==> src/rtl/fsm_moore_prog.sv <==
// fsm_moore_prog: table-driven Moore machine whose next-state and output
// tables are loaded at runtime through a config write port. It adds a run
// enable, a saturating dwell counter and a one-cycle state-change pulse.
// Optional build macro FSM_MOORE_PROG_READBACK_EN adds the cfg_rdata port,
// which gives a registered read of the selected table entry.
module fsm_moore_prog #(
   parameter int ST_W        = 2,
   parameter int IN_W        = 2,
   parameter int OUT_W       = 2,
   parameter int RESET_STATE = 0,
   parameter int CNT_W       = 8
) (
   input  logic                                        clk,
   input  logic                                        reset,
   input  logic                                        en,
   input  logic [IN_W-1:0]                             in,
   input  logic                                        cfg_we,
   input  logic                                        cfg_sel,
   input  logic [ST_W+IN_W-1:0]                        cfg_addr,
   input  logic [((ST_W > OUT_W) ? ST_W : OUT_W)-1:0]  cfg_data,
`ifdef FSM_MOORE_PROG_READBACK_EN
   output logic [((ST_W > OUT_W) ? ST_W : OUT_W)-1:0]  cfg_rdata,
`endif
   output logic [OUT_W-1:0]                            out,
   output logic [ST_W-1:0]                             w_state,
   output logic                                        changed,
   output logic [CNT_W-1:0]                            dwell
);

   localparam int NSTATE = 2**ST_W;
   localparam int NCOL   = 2**IN_W;
   localparam int DW     = (ST_W > OUT_W) ? ST_W : OUT_W;

   // The next-state table is flattened and indexed by {state, in}, which is
   // the same layout as the config address.
   logic [ST_W-1:0]  ns_q  [NSTATE*NCOL];
   logic [OUT_W-1:0] out_q [NSTATE];

   logic [ST_W-1:0]  state_q, state_d;
   logic             changed_q, changed_d;
   logic [CNT_W-1:0] dwell_q;

   // Next state reads the table before any same-cycle write lands.
   always_comb begin
      state_d   = state_q;
      if (en) state_d = ns_q[{state_q, in}];
      changed_d = (state_d != state_q);
   end

   // State, change pulse and saturating dwell counter.
   always_ff @(posedge clk or posedge reset) begin
      if (reset) begin
         state_q   <= ST_W'(RESET_STATE);
         changed_q <= 1'b0;
         dwell_q   <= '0;
      end else begin
         state_q   <= state_d;
         changed_q <= changed_d;
         if (changed_d)
            dwell_q <= '0;
         else if (dwell_q != {CNT_W{1'b1}})
            dwell_q <= dwell_q + 1'b1;
      end
   end

   // Table storage. Reset makes every state a self-loop and clears all outputs.
   always_ff @(posedge clk or posedge reset) begin
      if (reset) begin
         for (int s = 0; s < NSTATE; s++) begin
            out_q[s] <= '0;
            for (int i = 0; i < NCOL; i++)
               ns_q[s*NCOL + i] <= ST_W'(s);
         end
      end else if (cfg_we) begin
         if (cfg_sel)
            out_q[cfg_addr[ST_W-1:0]] <= cfg_data[OUT_W-1:0];
         else
            ns_q[cfg_addr] <= cfg_data[ST_W-1:0];
      end
   end

`ifdef FSM_MOORE_PROG_READBACK_EN
   logic [DW-1:0] rdata_q, rdata_d;

   // The read mux samples the pre-write contents, so a same-address write returns the old value.
   always_comb begin
      rdata_d = '0;
      if (cfg_sel)
         rdata_d = DW'(out_q[cfg_addr[ST_W-1:0]]);
      else
         rdata_d = DW'(ns_q[cfg_addr]);
   end

   // Registered readback with one cycle of latency.
   always_ff @(posedge clk or posedge reset) begin
      if (reset) rdata_q <= '0;
      else       rdata_q <= rdata_d;
   end

   assign cfg_rdata = rdata_q;
`endif

   assign out     = out_q[state_q];
   assign w_state = state_q;
   assign changed = changed_q;
   assign dwell   = dwell_q;

endmodule

==> config.mk <==
export PLATFORM = sky130hd
export DESIGN_NAME = fsm_moore_prog
export DESIGN_NICKNAME = d
export VERILOG_FILES = /design/src/rtl/fsm_moore_prog.sv
export SDC_FILE = /design/constraint.sdc
export NUM_CORES = 1
export LEC_CHECK = 0
export ABC_AREA = 1
export BUFFER_PORTS_ARGS = -buffer_cell sky130_fd_sc_hd__buf_2
export CORE_MARGIN = 2
export CORE_UTILIZATION = 31
export CTS_CLUSTER_SIZE = 16
export DETAILED_ROUTE_END_ITERATION = 10
export SLEW_MARGIN = 40
export SYNTH_ARGS = -nofsm -noshare
export SYNTH_HDL_FRONTEND = slang
export SYNTH_SLANG_ARGS = --single-unit
==> constraint.sdc <==
create_clock -name clk -period 1.75 [get_ports clk]
set_clock_uncertainty 0.15 [all_clocks]
set_input_delay 0.4375 -clock clk [delete_from_list [all_inputs] [get_ports clk]]
set_output_delay 0.4375 -clock clk [all_outputs]
set_load 0.01 [all_outputs]
# Word level (Yosys, flattened, before mapping)
# Cells that the tools add are included.
word_totals:
  word_cells: 57
  regBits: 51
  out_inout_bits: 13
op_classes:
  add_sub_neg: 1
  eq_ne: 2
  bitwise_logic: 5
  muxes: 15
  reduce_logical: 5
  order_cmp: 6
ops:
  columns: ["cell", "count"]
  rows:
  - ["bitwise mux 32 bit", 1]
  - ["two-way mux 8 bit", 2]
  - ["two-way mux 2 bit", 7]
  - [">= comparator 5 bit, second input constant", 2]
  - ["inverter 4 -> 5 bit", 2]
  - ["adder 8 x 1 -> 8 bit, second input constant", 1]
  - ["binary-select mux 2 bit (select 4 bit)", 1]
  - ["bitwise mux 8 bit", 1]
  - ["demux 2 bit (select 4 bit)", 1]
  - ["inequality test 8 bit, second input constant", 1]
  - [">= comparator 3 bit, second input constant", 2]
  - ["inverter 2 -> 3 bit", 2]
  - ["< comparator 5 x 1 -> 1 bit, second input constant", 1]
  - ["binary-select mux 2 bit (select 2 bit)", 1]
  - ["demux 2 bit (select 2 bit)", 1]
  - ["AND reduction 2 bit", 2]
  - ["< comparator 3 x 1 -> 1 bit, second input constant", 1]
  - ["logical AND 1 bit", 2]
  - ["inequality test 2 bit", 1]
  - ["nonzero test 2 bit", 1]
  - ["inverter 1 bit", 1]

# Logic depth before layout (Yosys ltp)
depth:
  depth_word: 7
  ltp_mapped: 12
  ltp_nobuf: 11

# Worst setup path before layout
# OpenSTA, ideal clock, no wires.
synth_path:
  kind: "in2reg"
  startpoint: "input port in[0]"
  endpoint: "register dwell_q[3], in the netlist dwell[3]"
  setup_ns: 0.122
  path_buffers: 2
  arrival_ns: 1.324
  setup_slack_ns: 0.153
  stages: 10
  cell_sequence: "buf_6 > inv_6 > buf_8 > nand2_1 > nand3_1 > nand3_2 > a21oi_2 > nor2_4 > nand2_4 > nor2_2"
synth_between:
  elab_chain_len: 7
  elab_cells_between_ends: 8
  cone_classes: "eq/ne: 1; mux: 5; bitwise: 1; reduce/logical: 1"
synth_lines:
  columns: ["item", "line", "source"]
  rows:
  - ["start, declared", "16", "input logic [IN_W-1:0] in,"]
  - ["inverter 4 -> 5 bit (not written as such) *", "46", "if (en) state_d = ns_q[{state_q, in}];"]
  - ["binary-select mux 2 bit (select 4 bit) *", "46", null]
  - ["two-way mux 2 bit (not written as such) * (2 in series)", "46", null]
  - ["two-way mux 2 bit *", "46", null]
  - ["inequality test 2 bit *", "47", "changed_d = (state_d != state_q);"]
  - ["named net changed_d", "40", "logic changed_q, changed_d;"]
  - ["two-way mux 8 bit / nonzero test 2 bit (equally long branches)", null, null]
  - ["end signal, assigned", "62", "dwell_q <= dwell_q + 1'b1;"]
  - ["end, declared", "41", "logic [CNT_W-1:0] dwell_q;"]
# The timed path passes the listed nets; every way through them passes the cells marked *. The select of a mux whose other input is x is not followed.
# A chain may end at the register's enable or synchronous reset.

# Worst setup path in the final report
layout_path:
  startpoint: "register state_q[0], in the netlist w_state[0]"
  endpoint: "output port out[1]"
layout_between:
  elab_chain_len: 4
layout_lines:
  columns: ["item", "line", "source"]
  rows:
  - ["start, declared", "39", "logic [ST_W-1:0] state_q, state_d;"]
  - ["start signal, assigned", "53", "state_q <= ST_W'(RESET_STATE);"]
  - ["start signal, assigned", "57", "state_q <= state_d;"]
  - ["inverter 2 -> 3 bit (not written as such)", "103", "assign out = out_q[state_q];"]
  - ["binary-select mux 2 bit (select 2 bit)", "103", null]
  - ["two-way mux 2 bit (not written as such) (2 in series)", "103", null]
  - ["end, declared", "24", "output logic [OUT_W-1:0] out,"]
# No other way between the ends. The select of a mux whose other input is x is not followed.

==> qor.yml <==
critical_path:
  critical-path-max-stage-delay_ns: 0.47
  cp_num_buf_inv: 2
  crit_arrival_ns: 1.22
  cp_max_fo: 6
  cpLargestDelayFamily: "flip-flops"
  endpoint_kind: "output port"
  crit_required_ns: 1.16
  worstPathCellList: "inv_4 -> nor2_2 -> o22ai_2 -> buf_2"
  cpMaxStageDelayCell: "dfrtp_2"
  setup.worst_path.class: "flop to output port"
  crit_path_start_kind: "flop"
sta:
  tightest_slew_ns: 0.365
  hold_viol_final: 0
  timing.final.crit_share: 1.03
  max_freq_mhz: 553
  rsz0062_at_grt: "true"
  slew_headroom: 0.756
  slew_violations: 0
  min_period_ns: 1.81
  setup_ws_ns: -0.0582
  setup_viol_count_final: 2
floorplan:
  io_pins: 26
  core_sq_um: 8260
  chipWidth_um: 96.5
  rows: 33
  start_util: 0.321
  die_h_um: 96.5
  die_area_sq_um: 9310
synthesis:
  synth.area.top_cells: "dfrtp_1 33%, nand2_1 16%, dfstp_2 16%, o21ai_0 5.5%, inv_1 4.8%"
  synth_compound_gate_area_share: 0.107
  yosys_register_bits: 51
  synth_mux_area_frac: 0
  syn_nets: 351
  yosysTopAreaCell: "dfrtp_1"
  seq_area_frac_synth: 0.489
  synth_xor_xnor_area_share: 0.00660
  synthSimpleGateAreaFrac: 0.315
  yosysTopAreaCellShare: 0.330
  yosysWarnings: 0
  avgSynthCellArea_sq_um: 7.87
  netlist_instances: 337
  synth_area_sq_um: 2650
  synth.distinct_cells: 29
  synth_adder_area_share: 0.00472
  synth_top_family_by_area: "simple AND/OR/NAND/NOR gates"
power:
  ir_drop_mv: 0.386
  power.density_nw_per_um2: 1170
  leakage_nw: 1.48
  p_total_mw: 3.65
global_routing:
  grt_pass1_wl_um: 10200
  gr-total-overflow: 0
  track_usage: 0.142
  grt_antenna_before_repair: 0
  grt_pass1_vias: 2145
  grt_max_degree: 52
detailed_routing:
  wl_per_cell_um: 12.7
  ant_nets: 0
  drt-met1-wl_um: 3060
  vias: 2223
  met2_length_um: 2830
  wl_met3_um: 178
  drcViolationCount: 0
  firstDrtPassIters: 7
  initialDrtViolationCount: 98
  viasPerCell: 4.61
  totalWireLength_um: 6120
  maxUsedRoutingLayer: "met4"
clock_tree:
  clockBufferDepth: 2
  cts_root_buf: "clkbuf_8"
  h-tree-depth: 2
  cts_tree: "built"
  clkLatencyLatePin_ns: 0.30
  numCtsBuffers: 5
  path_clk_slew_ns: 0.10
  cts.sinks: 51
final_layout:
  final_cells: 482
  layout.nets: 390
  design_area_sq_um: 3130
  diodes: 0
  drive_gt1_frac: 0.271
  multiInputGateArea_sq_um: 1160
  regArea_sq_um: 1300
  syn_to_final_growth_pct: 17.9
  nFillCells: 857
placement:
  numPortBuffers: 25
  dp_cells: 470
  post-place-ws_ns: 0.0119
  gp_congestion: 0.872
  place_hpwl_um: 4300
  placed_cell_area_sq_um: 2970
status:
  violations: "negative setup slack"
  outcome: "complete, but fails checks"
min_path:
  hold_path_class: "primary input to async pin"
flow_run:
  drv_cap: 0
tightest hold or removal path, stage by stage:
cell	delay [ns]
buf_2	0.11
clkinvlp_4	0.07
buf_12	0.25
timing repair:
item,4_1_cts,5_1_grt
buffers inserted,3,1
pin swaps,3,1
setup endpoints to repair,2,2
hold buffers,0,0
gates resized for setup,4,6
cell type report:
cell class / instances / area share
clock inverter: 3 / 0.0140
multi-input combinational: 240 / 0.372
sequential: 51 / 0.415
timing repair buffer: 41 / 0.0864
inverter: 37 / 0.0480
clock buffer: 5 / 0.0220
tap: 105 / 0.0420
cell usage after synthesis:
master,number
nor2_1,14
nand4_1,1
clkbuf_1,4
ha_1,1
inv_1,34
buf_8,1
o31ai_1,1
buf_6,2
xnor2_1,1
o21ai_1,20
nor3_1,2
nor3_2,3
xor2_1,1
nand2_4,1
inv_2,2
inv_6,1
nand2_2,5
a21oi_1,2
nor2_4,1
a21oi_2,1
buf_2,2
nand3_2,8
dfstp_2,16
nand3_1,25
nand2_1,114
o21ai_0,29
nor2_2,8
dfrtp_1,35
o22ai_1,2
path summary, 6_finish.rpt:
check | start | end | slack, ns | depth (start not counted)
min in group clk | en | w_state[1]$_DFF_PP0_ | 0.25 | 2
max in group asynchronous | reset | ns_q[16]$_DFFE_PP1P_ | 1.12 | 3
hold reg to reg | ns_q[20]$_DFFE_PP1P_ | ns_q[20]$_DFFE_PP1P_ | 0.33 | 2
setup reg to reg | w_state[0]$_DFF_PP0_ | dwell[4]$_DFFE_PP0P_ | 0.12 | 10
setup / recovery | w_state[0]$_DFF_PP0_ | out[1] | -0.06 | 4
hold / removal | reset | ns_q[14]$_DFFE_PP0P_ | 0.03 | 3
registers in the layout (all words and copies together), names as in the netlist:
name / count
out_q: 8
changed: 1
ns_q: 32
w_state: 2
dwell: 8
kinds of logic (layout without fill, tap and decap cells):
group                      Yosys count  count (layout)
and+or+nand+nor                    182             182
AOI/OAI and AO/OA                   55              55
DFF                                 51              51
buffers and inverters               46              86
xor gates and xnor gates             2               2
adders and majority gates            1               1
routing by layer:
metal	vias to the layer above	track usage
li1	1152	-
met1	1036	0.195
met2	29	0.234
met3	6	0.0295
met4	0	0.0317
met5	-	0
layout by cell type (no fill, tap or decap), types with 2 or more instances in the layout:
cell type / Yosys / layout
nand2_1: 114 / 114
dfrtp_1: 35 / 33
inv_1: 34 / 32
o21ai_0: 29 / 26
buf_2: 2 / 25
nand3_1: 25 / 24
o21ai_1: 20 / 23
dfstp_2: 16 / 16
buf_4: 0 / 14
nor2_1: 14 / 13
nand3_2: 8 / 9
nor2_2: 8 / 9
nand2_2: 5 / 5
clkbuf_8: 0 / 5
nor3_2: 3 / 3
inv_2: 2 / 2
nor3_1: 2 / 2
a21oi_1: 2 / 2
buf_12: 0 / 2
dfrtp_2: 0 / 2
through the flow:
stage | hold slack, ns | TNS [ns] | util
2_1_floorplan | 0.298 | 0 | -
3_5_place_dp | 0.316 | 0 | 0.359
5_1_grt | 0.0447 | -0.257 | 0.379
6_report | 0.0273 | -0.106 | 0.379
3_3_place_gp | 0.311 | 0 | 0.359
4_1_cts | 0.0463 | -0.164 | 0.376
power by group:
| part | leakage, nW | internal [mW] | total, mW | switching (mW) |
|---|---|---|---|---|
| Sequential | 0.615 | 1.47 | 1.65 | 0.183 |
| Combinational | 0.802 | 0.492 | 1.17 | 0.677 |
| Clock | 0.0581 | 0.426 | 0.826 | 0.400 |
| Total | 1.48 | 2.39 | 3.65 | 1.26 |
No activity file was read; power rests on OpenSTA's default activity.
